===== src/rtl/mode4_sum_feeder.sv =====
// Control and data feeder for the mode4 adder tree: registers element pairs onto the
// tree inputs, strobes each pipeline stage exactly once per pair and returns the vector sum.
module mode4_sum_feeder #(
    parameter int DATAWIDTH = 16,
    parameter int LEN_W     = 10
) (
    input  logic                 clk,
    input  logic                 reset,
    input  logic                 start,
    input  logic [LEN_W-1:0]     length,
    input  logic                 in_valid,
    output logic                 in_ready,
    input  logic [DATAWIDTH-1:0] in_data0,
    input  logic [DATAWIDTH-1:0] in_data1,
    output logic [DATAWIDTH-1:0] tree_inp0,
    output logic [DATAWIDTH-1:0] tree_inp1,
    output logic                 mode4_stage1_run,
    output logic                 mode4_stage0_run,
    output logic                 tree_clear,
    input  logic [DATAWIDTH-1:0] tree_outp,
    output logic                 busy,
    output logic [DATAWIDTH-1:0] sum_out,
    output logic                 sum_valid
);

    typedef enum logic [2:0] {
        S_IDLE  = 3'd0,
        S_CLEAR = 3'd1,
        S_RUN   = 3'd2,
        S_DRAIN = 3'd3,
        S_DONE  = 3'd4
    } state_t;

    localparam logic [LEN_W:0]     CNT_ZERO = {(LEN_W+1){1'b0}};
    localparam logic [LEN_W:0]     CNT_ONE  = {{LEN_W{1'b0}}, 1'b1};
    localparam logic [DATAWIDTH-1:0] FP_ZERO = {DATAWIDTH{1'b0}};

    state_t               state_r;
    state_t               state_next_s;
    logic [LEN_W:0]       pairs_left_r;
    logic                 odd_r;
    logic                 v1_r;
    logic                 v2_r;
    logic [DATAWIDTH-1:0] tree_inp0_r;
    logic [DATAWIDTH-1:0] tree_inp1_r;
    logic                 tree_clear_r;
    logic                 busy_r;
    logic [DATAWIDTH-1:0] sum_out_r;
    logic                 sum_valid_r;

    logic [LEN_W:0]       len_plus_one_s;
    logic [LEN_W:0]       pair_count_s;
    logic                 accept_s;
    logic                 last_pair_s;
    logic                 drain_done_s;

    // Odd-length vectors end with a half-pair; its missing element becomes +0.0.
    function automatic logic [DATAWIDTH-1:0] pad_odd(input logic [DATAWIDTH-1:0] data,
                                                     input logic zero_it);
        if (zero_it) begin
            return FP_ZERO;
        end else begin
            return data;
        end
    endfunction

    // One extra bit keeps (N+1) from wrapping at the largest length.
    assign len_plus_one_s = {1'b0, length} + CNT_ONE;
    assign pair_count_s   = {1'b0, len_plus_one_s[LEN_W:1]};

    assign in_ready     = (state_r == S_RUN) && (pairs_left_r != CNT_ZERO);
    assign accept_s     = in_valid && in_ready;
    assign last_pair_s  = (pairs_left_r == CNT_ONE);
    assign drain_done_s = (state_r == S_DRAIN) && !v1_r && !v2_r;

    // Next-state logic of the vector sequencer.
    always_comb begin
        state_next_s = state_r;
        case (state_r)
            S_IDLE: begin
                if (start) state_next_s = S_CLEAR;
                else       state_next_s = S_IDLE;
            end
            S_CLEAR: begin
                if (pairs_left_r != CNT_ZERO) state_next_s = S_RUN;
                else                          state_next_s = S_DRAIN;
            end
            S_RUN: begin
                if (accept_s && last_pair_s) state_next_s = S_DRAIN;
                else                         state_next_s = S_RUN;
            end
            S_DRAIN: begin
                if (drain_done_s) state_next_s = S_DONE;
                else              state_next_s = S_DRAIN;
            end
            S_DONE:  state_next_s = S_IDLE;
            default: state_next_s = S_IDLE;
        endcase
    end

    // Sequencer state register.
    always_ff @(posedge clk or negedge reset) begin
        if (!reset) begin
            state_r <= S_IDLE;
        end else begin
            state_r <= state_next_s;
        end
    end

    // Pair bookkeeping and stage strobes; v1/v2 follow each accept by one and two cycles.
    always_ff @(posedge clk or negedge reset) begin
        if (!reset) begin
            pairs_left_r <= CNT_ZERO;
            odd_r        <= 1'b0;
            v1_r         <= 1'b0;
            v2_r         <= 1'b0;
        end else begin
            if (state_r == S_IDLE && start) begin
                pairs_left_r <= pair_count_s;
                odd_r        <= length[0];
            end else if (accept_s) begin
                pairs_left_r <= pairs_left_r - CNT_ONE;
            end else begin
                pairs_left_r <= pairs_left_r;
            end
            v1_r <= accept_s;
            v2_r <= v1_r;
        end
    end

    // Registered datapath and status outputs.
    always_ff @(posedge clk or negedge reset) begin
        if (!reset) begin
            tree_inp0_r  <= FP_ZERO;
            tree_inp1_r  <= FP_ZERO;
            tree_clear_r <= 1'b0;
            busy_r       <= 1'b0;
            sum_out_r    <= FP_ZERO;
            sum_valid_r  <= 1'b0;
        end else begin
            if (accept_s) begin
                tree_inp0_r <= in_data0;
                tree_inp1_r <= pad_odd(in_data1, odd_r && last_pair_s);
            end
            if (drain_done_s) begin
                sum_out_r <= tree_outp;
            end
            tree_clear_r <= (state_next_s == S_CLEAR);
            busy_r       <= (state_next_s != S_IDLE);
            sum_valid_r  <= (state_next_s == S_DONE);
        end
    end

    assign tree_inp0        = tree_inp0_r;
    assign tree_inp1        = tree_inp1_r;
    assign mode4_stage1_run = v1_r;
    assign mode4_stage0_run = v2_r;
    assign tree_clear       = tree_clear_r;
    assign busy             = busy_r;
    assign sum_out          = sum_out_r;
    assign sum_valid        = sum_valid_r;

endmodule


===== config.mk =====
export PLATFORM = sky130hd
export DESIGN_NAME = mode4_sum_feeder
export DESIGN_NICKNAME = d
export VERILOG_FILES = /design/src/rtl/mode4_sum_feeder.sv
export SDC_FILE = /design/constraint.sdc
export NUM_CORES = 1
export LEC_CHECK = 0
export BUFFER_PORTS_ARGS = -buffer_cell sky130_fd_sc_hd__buf_2
export CORE_MARGIN = 10
export CORE_UTILIZATION = 52
export DETAILED_ROUTE_END_ITERATION = 7
export GPL_ROUTABILITY_DRIVEN = 0
export PLACE_DENSITY = 0.86
export SLEW_MARGIN = 20
export SYNTH_ARGS = -nofsm -noshare
export SYNTH_HDL_FRONTEND = slang
export SYNTH_SLANG_ARGS = --single-unit

===== constraint.sdc =====
create_clock -name clk -period 3.2 [get_ports clk]
set_input_delay 0.32 -clock clk [delete_from_list [all_inputs] [get_ports clk]]
set_output_delay 0.32 -clock clk [all_outputs]
set_load 0.03 [all_outputs]

**Word-level counts from Yosys, hierarchy flattened**

Index checks and enable logic that the tools add are counted.

- Word-level logic and storage cells: 40
- Register bits: 68

- $add $sub $neg: 2
- Reductions and logical operators: 13
- Mux-type cells: 8
- Equal/unequal tests: 6

Operators with widths:

| kind | count |
|---|---|
| two-way mux 11 bit | 2 |
| two-way mux 16 bit | 1 |
| one-hot mux 3 bit (4 select lines) | 1 |
| adder 10 x 1 -> 11 bit, second input constant | 1 |
| == test 11 x 1 -> 1 bit, second input constant | 1 |
| nonzero test 11 bit | 1 |
| subtractor 11 x 1 -> 11 bit, second input constant | 1 |
| logical AND 1 bit | 7 |
| == test 3 x 1 -> 1 bit, second input constant | 2 |
| == test 3 x 2 -> 1 bit, second input constant | 2 |
| == test 3 bit, second input constant | 1 |
| logical NOT 3 bit | 1 |
| two-way mux 1 bit | 3 |
| two-way mux 3 bit | 1 |
| nonzero test 3 bit | 1 |
| logical NOT 1 bit | 2 |
| nonzero test 2 bit | 1 |

**Longest topological paths before layout**

- Depth in word-level cells: 7
- Gate-level depth with buffers: 10
- Depth with buffers taken out: 7

**Worst setup path before layout**

Ideal clock, no wire load.

- Kind: reg2out
- Start point: register pairs_left_r[0]
- End point: output port in_ready
- Data required time: 2.880 ns
- Arrival time: 1.901 ns
- Stages on the path, launching flop included: 6
- Path slack: 0.979 ns
- Path buffers: 1
- Cell sequence: dfrtp_1 inv_1 ha_1 and4_1 buf_4 nor4_1

- Cells in the longest elaborated chain, start to end: 2

Ends and longest elaborated chain:

| element | line | RTL |
|---|---|---|
| start: declaration | 40 | `logic [LEN_W:0] pairs_left_r;` |
| start signal: assignment | 119 | `pairs_left_r <= pair_count_s;` |
| start signal: assignment | 122 | `pairs_left_r <= pairs_left_r - CNT_ONE;` |
| start signal: assignment | 124 | `pairs_left_r <= pairs_left_r;` |
| nonzero test 11 bit | 71 | `assign in_ready = (state_r == S_RUN) && (pairs_left_r != CNT_ZERO);` |
| logical AND 1 bit | 71 |  |
| end: declaration | 12 | `output logic in_ready,` |

Every way passes these cells.

**Final worst setup path**

- Start point: register pairs_left_r[0]
- End point: register pairs_left_r[1]

- Cells in the longest elaborated chain, start to end: 4
- Elaborated cells between the ends (all ways): 7
- Classes of those cells: add/sub: 1; mux: 2; reduce/logical: 4

Ends and longest elaborated chain:

| element |
|---|
| branches (longest 4 deep; another with subtractor 11 x 1 -> 11 bit) |

Parallel ways; which one is timed is not known. The select of a mux whose other input is x is not followed.
A chain may end at the register's enable or synchronous reset.

==> results.md <==
* Outcome: completed
* Startpoint types: flip-flop
* Post-cts sizing count at 0
* Synth Cell Area at 2960 µm²
* Count of final setup violators at 0
* First-pass GRT wire length at 11.7 mm
* CP Capture Type: flip-flop
* Max_slew headroom at 42.8%
* Post-synthesis sequential area ratio at 57.6%
* Core ar. at 5510 µm²
* Initial Utilization at 53.7%
* R2R Setup Slk at 0.93 ns
* DR iter-0 viols at 80
* Syn_nets at 353
* GRT Util Overall at 16.3%
* Synth-to-Final Area Change at 29.0%
* Worst flop-to-flop path startpoint: pairs_left_r[0]
* Initial antenna violation count at 0
* TritonRoute pass-1 iters at 4
* Post-CTS setup buffers at 0
* Worst-margin pin slew at 0.854 ns
* IO Pins at 116
* Post-synth top area share at 57.6%
* Final Hold Fails at 0
* Vias at 2425
* Synth area leader: dfrtp_1
* Area contributors post-synth: dfrtp_1 58%, nand2_1 13%, a22o_1 5.0%, xnor2_1 2.7%, mux2i_1 1.4%
* FF-to-FF path depth at 7
* Leakage power total at 2.01 nW
* Final wirelength at 7.49 mm
* Hold-fix buffers, CTS at 0
* H-tree Lvls at 3
* FMAX at 440 MHz
* Required time worst endpoint at 3.47 ns
* Congestion Overflow GR at 0
* Diode count at 0
* Pwr Density at 1120 nW/µm²
* Port bufs at 115
* Synth cell types at 44
* Post-route ant nets at 0
* Synthesis Warnings at 0
* Final std cells w/o fill at 481
* Minimum clock period at 2.27 ns
* Period utilisation layout at 70.9%
* HP Class: input pin to async pin
* Setup TNS at 0 ns
* Final number of max-transition violations at 0
* CP Class: flip-flop to flip-flop
* Yosys reg bits at 68
* CTS sink count at 68
* Critical R2R Capture: pairs_left_r[1]
* Largest net degree at the start of global routing at 69
* Detail Placement HPWL at 5.52 mm
* Vias in the first global route at 2475
* Clock root buffer: clkbuf_8
* Most frequent cells in the layout: 115 x buf_2, 102 x nand2_1, 68 x dfrtp_1
* RSZ-0062 raised after global routing: no
* Max-Cap Viols at 0
* CP max FO at 34
* CTS tree: yes
* Most common cell after layout, fill and taps aside: buf_2
* Chip width at 95.4 µm
* Detailed-route DRC error count at 0
* Fillers at 431
* Worst vdd rail ir drop at 0.000713 V
* Final net count at 470
* Clock skew at 0.0135 ns
* Clock network latency to the later pin of the worst-skew pair at 0.34 ns
* Clock buffer depth at 2
* Syn avg cell area at 10.3 µm²
* DIE AREA at 9100 µm²
* Total placed cells including tap cells at 466
* DR vias/cell at 5.04
* Fraction of layout cells with a size suffix above 1 at 35.5%
* Reg clk slew, reported paths at 0.07 ns
* Num rows at 27
* DR WL/cell at 15.6 µm
* CTS buffer count at 9
* Post-Synthesis Cells at 288
* DIE HEIGHT at 95.4 µm
* Worst Path Arrival at 2.54 ns
[area by class of cell]
cell class	count	area (µm²)	area share [%]
tap	72	90.1	2.36
inverter	6	25.0	0.656
multi-input combinational	202	1160	30.5
timing repair buffer	118	598	15.7
clock inverter	3	68.8	1.81
clock buffer	12	165	4.33
sequential	68	1700	44.6
[how the worst max path moves through the flow]
stage                    start              end  slack [ns]
6_report       pairs_left_r[0]  pairs_left_r[1]        0.93
5_1_grt        pairs_left_r[0]         in_ready        0.80
2_1_floorplan  pairs_left_r[0]         in_ready        0.98
3_3_place_gp   pairs_left_r[1]  pairs_left_r[1]        1.11
3_5_place_dp   pairs_left_r[0]  pairs_left_r[1]        1.00
4_1_cts        pairs_left_r[0]  pairs_left_r[1]        0.93
[sequential cells by signal, summed over array words and instances (netlist names), 3 cells and up]
signal,cells
pairs_left_r,11
tree_inp0,16
state_r,3
tree_inp1,16
sum_out,16
[power by group]
part	leakage, nW	switching, mW	internal, mW	total, mW
Clock	0.119	0.315	0.500	0.814
Sequential	0.839	0.280	1.26	1.54
Combinational	1.05	1.31	0.618	1.93
Total	2.01	1.90	2.37	4.28
[cells in the mapped netlist (all sizes together)]
cell,count
o21ai,3
a2111oi,1
dfrtp,68
mux2,1
a211oi,1
o21a,1
buf,9
nand2,102
and3,4
or3,1
and4,1
nor3,9
o22ai,1
nor4,5
o31a,1
nor2,10
or4,1
a21oi,6
a221o,1
and4bb,1
a22o,17
clkinv,1
nor2b,1
xor2,4
xnor2,9
clkbuf,3
mux2i,4
a32oi,1
nand3,6
nand4b,1
inv,5
nand4,2
ha,3
nor4b,2
nor3b,1
nand2b,1
[worst max-delay path: stages, from the launching register on]
cell	delay [ns]
dfrtp_1	0.42
inv_1	0.10
ha_1	0.32
and4_1	0.36
nand2b_4	0.42
inv_4	0.16
a22o_1	0.30
a21oi_2	0.11
[metrics by stage]
stage / util [%] / hold slack, ns / setup WS, ns / instance area (µm²) / power [mW]
final: 69.2 / 0.154 / 0.930 / 3810 / 4.28
after global routing: 69.2 / 0.165 / 0.803 / 3810 / 4.54
after CTS: 69.2 / 0.156 / 0.927 / 3810 / 4.31
after detailed placement: 65.0 / 0.421 / 1.00 / 3580 / 3.47
after global placement: 65.0 / 0.420 / 1.11 / 3580 / 3.41
after floorplan: - / 0.0244 / 0.979 / 2960 / 2.89
[per-layer routing]
metal  GRT usage (%)  up-vias  routed length [µm]
met3            6.76       11                 644
met5               0        -                   0
li1                -     1203                   -
met1            20.1     1134                3220
met4            6.76        0                 128
met2            24.8       77                3490
[kinds of logic after synthesis]
logic type / Yosys count / share of synthesized area (%)
simple gates: 148 / 23.7
flops: 68 / 57.6
compound gates: 33 / 8.85
buf+inv: 18 / 3.05
xor+xnor: 13 / 3.85
mux: 5 / 1.74
fa+ha+maj: 3 / 1.27
(Power assumes the default switching activity.)
